$ cat config.mk
export PLATFORM = sky130hd
export DESIGN_NAME = regfile_port_arbiter
export DESIGN_NICKNAME = d
export VERILOG_FILES = /design/src/rtl/regfile_port_arbiter.sv
export SDC_FILE = /design/constraint.sdc
export NUM_CORES = 1
export LEC_CHECK = 0
export ABC_AREA = 1
export BUFFER_PORTS_ARGS = -buffer_cell sky130_fd_sc_hd__buf_2
export CAP_MARGIN = 20
export CORE_MARGIN = 4
export CORE_UTILIZATION = 40
export CTS_CLUSTER_DIAMETER = 60
export CTS_CLUSTER_SIZE = 12
export DETAILED_ROUTE_END_ITERATION = 8
export GPL_TIMING_DRIVEN = 0
export PLACE_DENSITY = 0.76
export REMOVE_ABC_BUFFERS = 1
export SLEW_MARGIN = 40
export SYNTH_ARGS = -nofsm -noshare
export SYNTH_HDL_FRONTEND = slang
export SYNTH_SLANG_ARGS = --single-unit
$ cat constraint.sdc
create_clock -name clk -period 1.77 [get_ports clk]
set_input_delay 0.354 -clock clk [delete_from_list [all_inputs] [get_ports clk]]
set_output_delay 0.354 -clock clk [all_outputs]
set_load 0.03 [all_outputs]
$ cat src/rtl/regfile_port_arbiter.sv
`default_nettype none
// ============================================================================
//  Module   : regfile_port_arbiter
//  Purpose  : Round-robin arbiter sharing one register-file read port among
//             NREQ requesters, with a two-stage read pipeline and forwarding.
//  Revision : 1.0  initial release
// ============================================================================
module regfile_port_arbiter #(
    parameter int NREQ   = 3,
    parameter int DATA_W = 32,
    parameter int ADDR_W = 5
) (
    input  logic                     clk,
    input  logic                     rst_n,
    input  logic [NREQ-1:0]          req_valid,
    input  logic [NREQ*ADDR_W-1:0]   req_addr,
    output logic [NREQ-1:0]          req_ready,
    input  logic                     hold,
    output logic [ADDR_W-1:0]        rf_sel,
    input  logic [DATA_W-1:0]        rf_data,
    input  logic                     wr_en,
    input  logic [ADDR_W-1:0]        wr_addr,
    input  logic [DATA_W-1:0]        wr_data,
    output logic [NREQ-1:0]          rsp_valid,
    output logic [DATA_W-1:0]        rsp_data,
    output logic                     busy
);

    localparam int IDX_W = (NREQ > 1) ? $clog2(NREQ) : 1;

    logic [IDX_W-1:0]  rr_ptr_q, rr_ptr_d;
    logic [ADDR_W-1:0] sel_q, sel_d;
    logic [IDX_W-1:0]  own_a_q, own_a_d;
    logic              vld_a_q, vld_a_d;
    logic [NREQ-1:0]   rsp_valid_q, rsp_valid_d;
    logic [DATA_W-1:0] rsp_data_q, rsp_data_d;

    logic              w_accept;
    logic [IDX_W-1:0]  w_win;
    logic [IDX_W:0]    w_sum;
    logic [IDX_W-1:0]  w_idx;
    logic [DATA_W-1:0] w_rd_data;

    // Search upward from rr_ptr, wrapping modulo NREQ; first valid wins.
    always_comb begin
        w_accept = 1'b0;
        w_win    = '0;
        w_sum    = '0;
        w_idx    = '0;
        if (!hold) begin
            for (int k = 0; k < NREQ; k++) begin
                w_sum = {1'b0, rr_ptr_q} + (IDX_W+1)'(k);
                if (w_sum >= (IDX_W+1)'(NREQ)) begin
                    w_sum = w_sum - (IDX_W+1)'(NREQ);
                end
                w_idx = w_sum[IDX_W-1:0];
                if (!w_accept && req_valid[w_idx]) begin
                    w_accept = 1'b1;
                    w_win    = w_idx;
                end
            end
        end
        req_ready = w_accept ? (NREQ'(1) << w_win) : '0;
    end

    // x0 always reads zero; a same-cycle write to the selected register wins over the mux.
    always_comb begin
        if (sel_q == '0) begin
            w_rd_data = '0;
        end else if (wr_en && (wr_addr == sel_q)) begin
            w_rd_data = wr_data;
        end else begin
            w_rd_data = rf_data;
        end
    end

    always_comb begin
        rr_ptr_d    = rr_ptr_q;
        sel_d       = sel_q;
        own_a_d     = own_a_q;
        vld_a_d     = vld_a_q;
        rsp_valid_d = rsp_valid_q;
        rsp_data_d  = rsp_data_q;
        if (!hold) begin
            vld_a_d = w_accept;
            if (w_accept) begin
                sel_d    = req_addr[w_win*ADDR_W +: ADDR_W];
                own_a_d  = w_win;
                rr_ptr_d = (w_win == IDX_W'(NREQ-1)) ? '0 : w_win + 1'b1;
            end
            rsp_valid_d = vld_a_q ? (NREQ'(1) << own_a_q) : '0;
            rsp_data_d  = w_rd_data;
        end
    end

    always_ff @(posedge clk or negedge rst_n) begin
        if (!rst_n) begin
            rr_ptr_q    <= '0;
            sel_q       <= '0;
            own_a_q     <= '0;
            vld_a_q     <= 1'b0;
            rsp_valid_q <= '0;
            rsp_data_q  <= '0;
        end else begin
            rr_ptr_q    <= rr_ptr_d;
            sel_q       <= sel_d;
            own_a_q     <= own_a_d;
            vld_a_q     <= vld_a_d;
            rsp_valid_q <= rsp_valid_d;
            rsp_data_q  <= rsp_data_d;
        end
    end

    assign rf_sel    = sel_q;
    assign rsp_valid = rsp_valid_q;
    assign rsp_data  = rsp_data_q;
    assign busy      = vld_a_q | (|rsp_valid_q);

endmodule
`default_nettype wire
# Yosys cells after proc, flatten, opt, wreduce, memory -nomap -nowiden
# Index checks and enable logic that the tools add are counted.
# totals
register_bits,45
out_inout_bits,44
elab_cells,61
# op_classes
add_sub_neg,6
multipliers,1
order_cmp,6
eq_ne,2
shift,3
mux,27
bitwise_logic,2
n_reduce_logical,8
# op_table
operator,count
two-way mux 32 bit,2
two-way mux 2 bit,11
indexed part select 15 x 6 -> 5 bit,1
"less-than comparator 2 x 3 -> 1 bit, second input constant",3
two-way mux 1 bit,9
binary-select mux 1 bit (select 2 bit),3
">= comparator 3 x 2 -> 1 bit, second input constant",2
two-way mux 3 bit,2
"left shift 1 x 2 -> 3 bit, first input constant",2
"subtractor 2 bit, second input constant",3
== test 5 bit,1
logical NOT 5 bit,1
"multiplier 2 x 3 -> 5 bit, second input constant",1
"adder 2 x 1 -> 3 bit, second input constant",1
"adder 2 x 2 -> 3 bit, second input constant",1
logical AND 1 bit,3
OR reduction 3 bit,1
"adder 2 x 1 -> 2 bit, second input constant",1
"== test 2 bit, second input constant",1
">= comparator 2 bit, second input constant",1
logical NOT 1 bit,2
AND reduction 2 bit,1
inverter 1 bit,1
OR 1 bit,1

# Longest topological paths before layout
# depth
depth_word,17
ltp_mapped,13
ltp_nobuf,13

# Worst setup path after synthesis
# OpenSTA, ideal clock, no wires.
# synth_timing
path_type,register to output
start,register rr_ptr_q[0]
end,output req_ready[0]
t_arrival_ns,1.709
required_ns,1.416
path_slack_ns,-0.293
stages_incl_launch_ff,12
path_buffers,0
path_cell_list,dfrtp_1 -> inv_1 -> ha_1 -> inv_1 -> nand2_1 -> nand3_1 -> nand2_1 -> nor2_4 -> nand3_2 -> nand3_4 -> nand3_1 -> inv_1
# synth_via
elab_chain_len,17
# synth_rtl
item,line_no,source
start: declaration,31,"logic [IDX_W-1:0] rr_ptr_q, rr_ptr_d;"
start signal: assignment,105,rr_ptr_q <= rr_ptr_d;
"parallel branches: the longest is 16 deep, another holds adder 2 x 1 -> 3 bit",-,
two-way mux 3 bit *,63,req_ready = w_accept ? (NREQ'(1) << w_win) : '0;
end: declaration,17,"output logic [NREQ-1:0] req_ready,"
# Mark *: on every way between the ends. The select of a mux whose other input is x is not followed.

# Final worst setup path
# layout_timing
start,register rr_ptr_q[1]
end,output req_ready[0]
# The elaborated chain is that of the path after synthesis.

==> flow_summary.json <==
{
  "status": "complete, but fails checks",
  "failed_checks": "negative setup slack",
  "ir_worst_vdd_mv": 1.19,
  "wire_per_inst_um": 15.7,
  "final_area_um2": 3970,
  "vias": 2926,
  "pin_count": 135,
  "ctsHtreeMaxLevel": 2,
  "drive_gt1_share_pct": 48.8,
  "initial_core_util_pct": 41.3,
  "viasPerCell": 5.11,
  "swShare_pct": 47.4,
  "async_reset_ff_share_pct": 100,
  "port_buffers": 134,
  "grt_max_degree": 46,
  "fill_cells": 480,
  "multi_input_area_um2": 1500,
  "cts_tree": "yes",
  "hold_buffers": 0,
  "final_max_slew_viol_count": 0,
  "pwr-share-clk_pct": 12.2,
  "first_pass_iters": 4,
  "syn_area_per_cell_um2": 7.25,
  "p_sw_uw": 2900,
  "root_buffer": "clkbuf_8",
  "cp.arrival_ns": 2.04,
  "placed_cell_area_um2": 3200,
  "critPathRequiredTime_ns": 1.42,
  "path_class": "register to output pin",
  "yosys.area_share.simple_pct": 32.3,
  "synth_fa_ha_area_share_pct": 1.02,
  "maxSlewHeadroom_pct": 61.2,
  "power.leakage_uw": 0.00214,
  "period_needed_ns": 2.40,
  "tightest_slew_ns": 0.581,
  "synth_top_family_by_area": "simple AND/OR/NAND/NOR gates",
  "n_antenna_cell": 0,
  "ys_seq_elements": 45,
  "synth_mux_area_share_pct": 0,
  "cts_sinks": 45,
  "numCtsBuffers": 5,
  "clkTransAtPathRegs_ns": 0.09,
  "final_core_util_pct": 66.7,
  "drcViolationCount": 0,
  "synthTopCellsByArea": "dfrtp_1 (46%), nand2_1 (13%), nor2_1 (11%)",
  "cap_violations": 0,
  "area_growth_pct": 61.5,
  "clkLatencyLatePin_ns": 0.29,
  "synth_common_cells": "nand2_1 (83), nor2_1 (69), dfrtp_1 (45), inv_1 (28), o21ai_0 (23)",
  "rsz0062_at_grt": "yes",
  "first_iter_violations": 99,
  "gr-total-overflow": 0,
  "fin_crit_sh_pct": 136,
  "cts.path.max_buffers": 2,
  "setup_viol": 13,
  "hp-class": "input pin to asynchronous set/reset pin",
  "place_ws_ns": -0.667,
  "synth_xor_xnor_area_share_pct": 0.712,
  "antenna_found_initial": 0,
  "max_freq_mhz": 417,
  "yosysWarnings": 0,
  "seqCellArea_um2": 1130,
  "ys_seq_area_share_pct": 45.8,
  "worst_setup_path_start_kind": "register",
  "synth_most_common_cell": "nand2_1",
  "first_global_vias": 2688,
  "grt_pass1_wl_um": 12600,
  "netlist.area_leader.share_pct": 45.8,
  "synthesis.area_um2": 2460,
  "die_w_um": 86.4,
  "synthFlopType": "dfrtp_1",
  "die-area_um2": 7460,
  "pwr-share-seq_pct": 24.3,
  "power_frac_comb_pct": 63.5,
  "finalWeightedCongestion": 0.774,
  "hold_violations": 0,
  "synth_cell_types": 28,
  "p_int_uw": 3220,
  "cp-end-kind": "output pin",
  "synth_edf_count": 0,
  "ant_nets": 0,
  "finClkSkew_ns": 0.00730,
  "power_uw": 6120,
  "die_h_um": 86.4,
  "core_um2": 5960,
  "yosys.area.top_type": "dfrtp_1",
  "synth_compound_area_share_pct": 12.7,
  "dp_hpwl_um": 5350,
  "setup_slack_ns": -0.629,
  "final_nets": 591,
  "power_density_nw_per_um2": 1540,
  "track_usage_pct": 21.1,
  "netlist_instances": 339,
  "worstPathMaxFanout": 5,
  "drt-total-wl_um": 9010,
  "rows": 28
}
-- layer usage --
layer | wire length (µm) | GRT usage [%]
met4 | 320 | 8.92
met1 | 3540 | 26.7
met5 | 0 | 0
met2 | 4580 | 35.8
met3 | 572 | 3.52
-- final timing paths --
path | start | to | slack, ns | cells past startpoint
max | rr_ptr_q[1] | req_ready[0] | -0.63 | 12
min | rst_n | rsp_data[18] | 0.05 | 1
max reg2reg | rr_ptr_q[1] | rf_sel[2] | -0.32 | 14
min reg2reg | rsp_data[2] | rsp_data[2] | 0.48 | 2
max in group asynchronous | rst_n | rf_sel[3] | 1.28 | 1
min in group clk | rf_data[14] | rsp_data[14] | 0.27 | 3
-- flip-flops by register name (all words and copies together), names as in the netlist --
signal     count
rsp_data      32
rf_sel         5
rsp_valid      3
own_a_q        2
rr_ptr_q       2
vld_a_q        1
-- worst max-delay path, stage by stage, from the launching register on --
cell and delay [ns]:
dfrtp_1 0.43, inv_2 0.10, ha_4 0.21, inv_6 0.06
nand3_4 0.08, nand3_4 0.08, nor2_4 0.20, nand3_2 0.13
nand3_4 0.13, nand2_4 0.08, nand3_4 0.08, inv_2 0.04
buf_6 0.12
-- final cells by class --
type	instances	share of cell area, %
Multi-Input combinational cell	249	37.8
Sequential cell	45	28.4
Timing Repair Buffer	164	25.1
Inverter	33	3.75
Tap cell	75	2.36
Clock buffer	5	1.73
Clock inverter	2	0.882
-- cells in the final DEF, fill, tap and decap left out, drive strengths merged, types with 2 or more instances in the layout --
master / instances
a21oi: 12
dfrtp: 45
xor2: 2
inv: 32
nand2: 87
o21ai: 38
nor2: 70
nand4: 7
nand3: 23
buf: 161
clkinv: 2
clkbuf: 8
o32ai: 2
ha: 2
-- stage by stage --
stage          setup TNS [ns]  hold WS (ns)  instances
3_5_place_dp           -21.47         0.392        536
5_1_grt                 -5.50        0.0895        573
6_report                -3.67        0.0495        573
4_1_cts                 -2.27        0.0626        561
2_1_floorplan          -22.28        0.0584        325
3_3_place_gp           -41.79         0.458        534
-- power groups by stage --
stage	Sequential, µW	Clock (µW)	Combinational, µW
2_1_floorplan	1820	0	1290
3_3_place_gp	1450	0	2290
3_5_place_dp	1460	0	2360
4_1_cts	1460	768	3120
5_1_grt	1520	810	4140
6_report	1490	749	3890
-- kinds of logic (layout without fill, tap and decap cells) --
family,Yosys count,after routing
simple gates,186,188
compound gates,57,57
buf+inv,47,204
flops,45,45
fa+ha+maj,2,2
xor+xnor,2,2
-- repair_timing --
item,4_1_cts,5_1_grt
setup endpoints to repair,44,45
setup buffers,17,9
resized for setup,39,66
gates cloned,1,3
pin swaps,10,16
(Power assumes the default switching activity.)
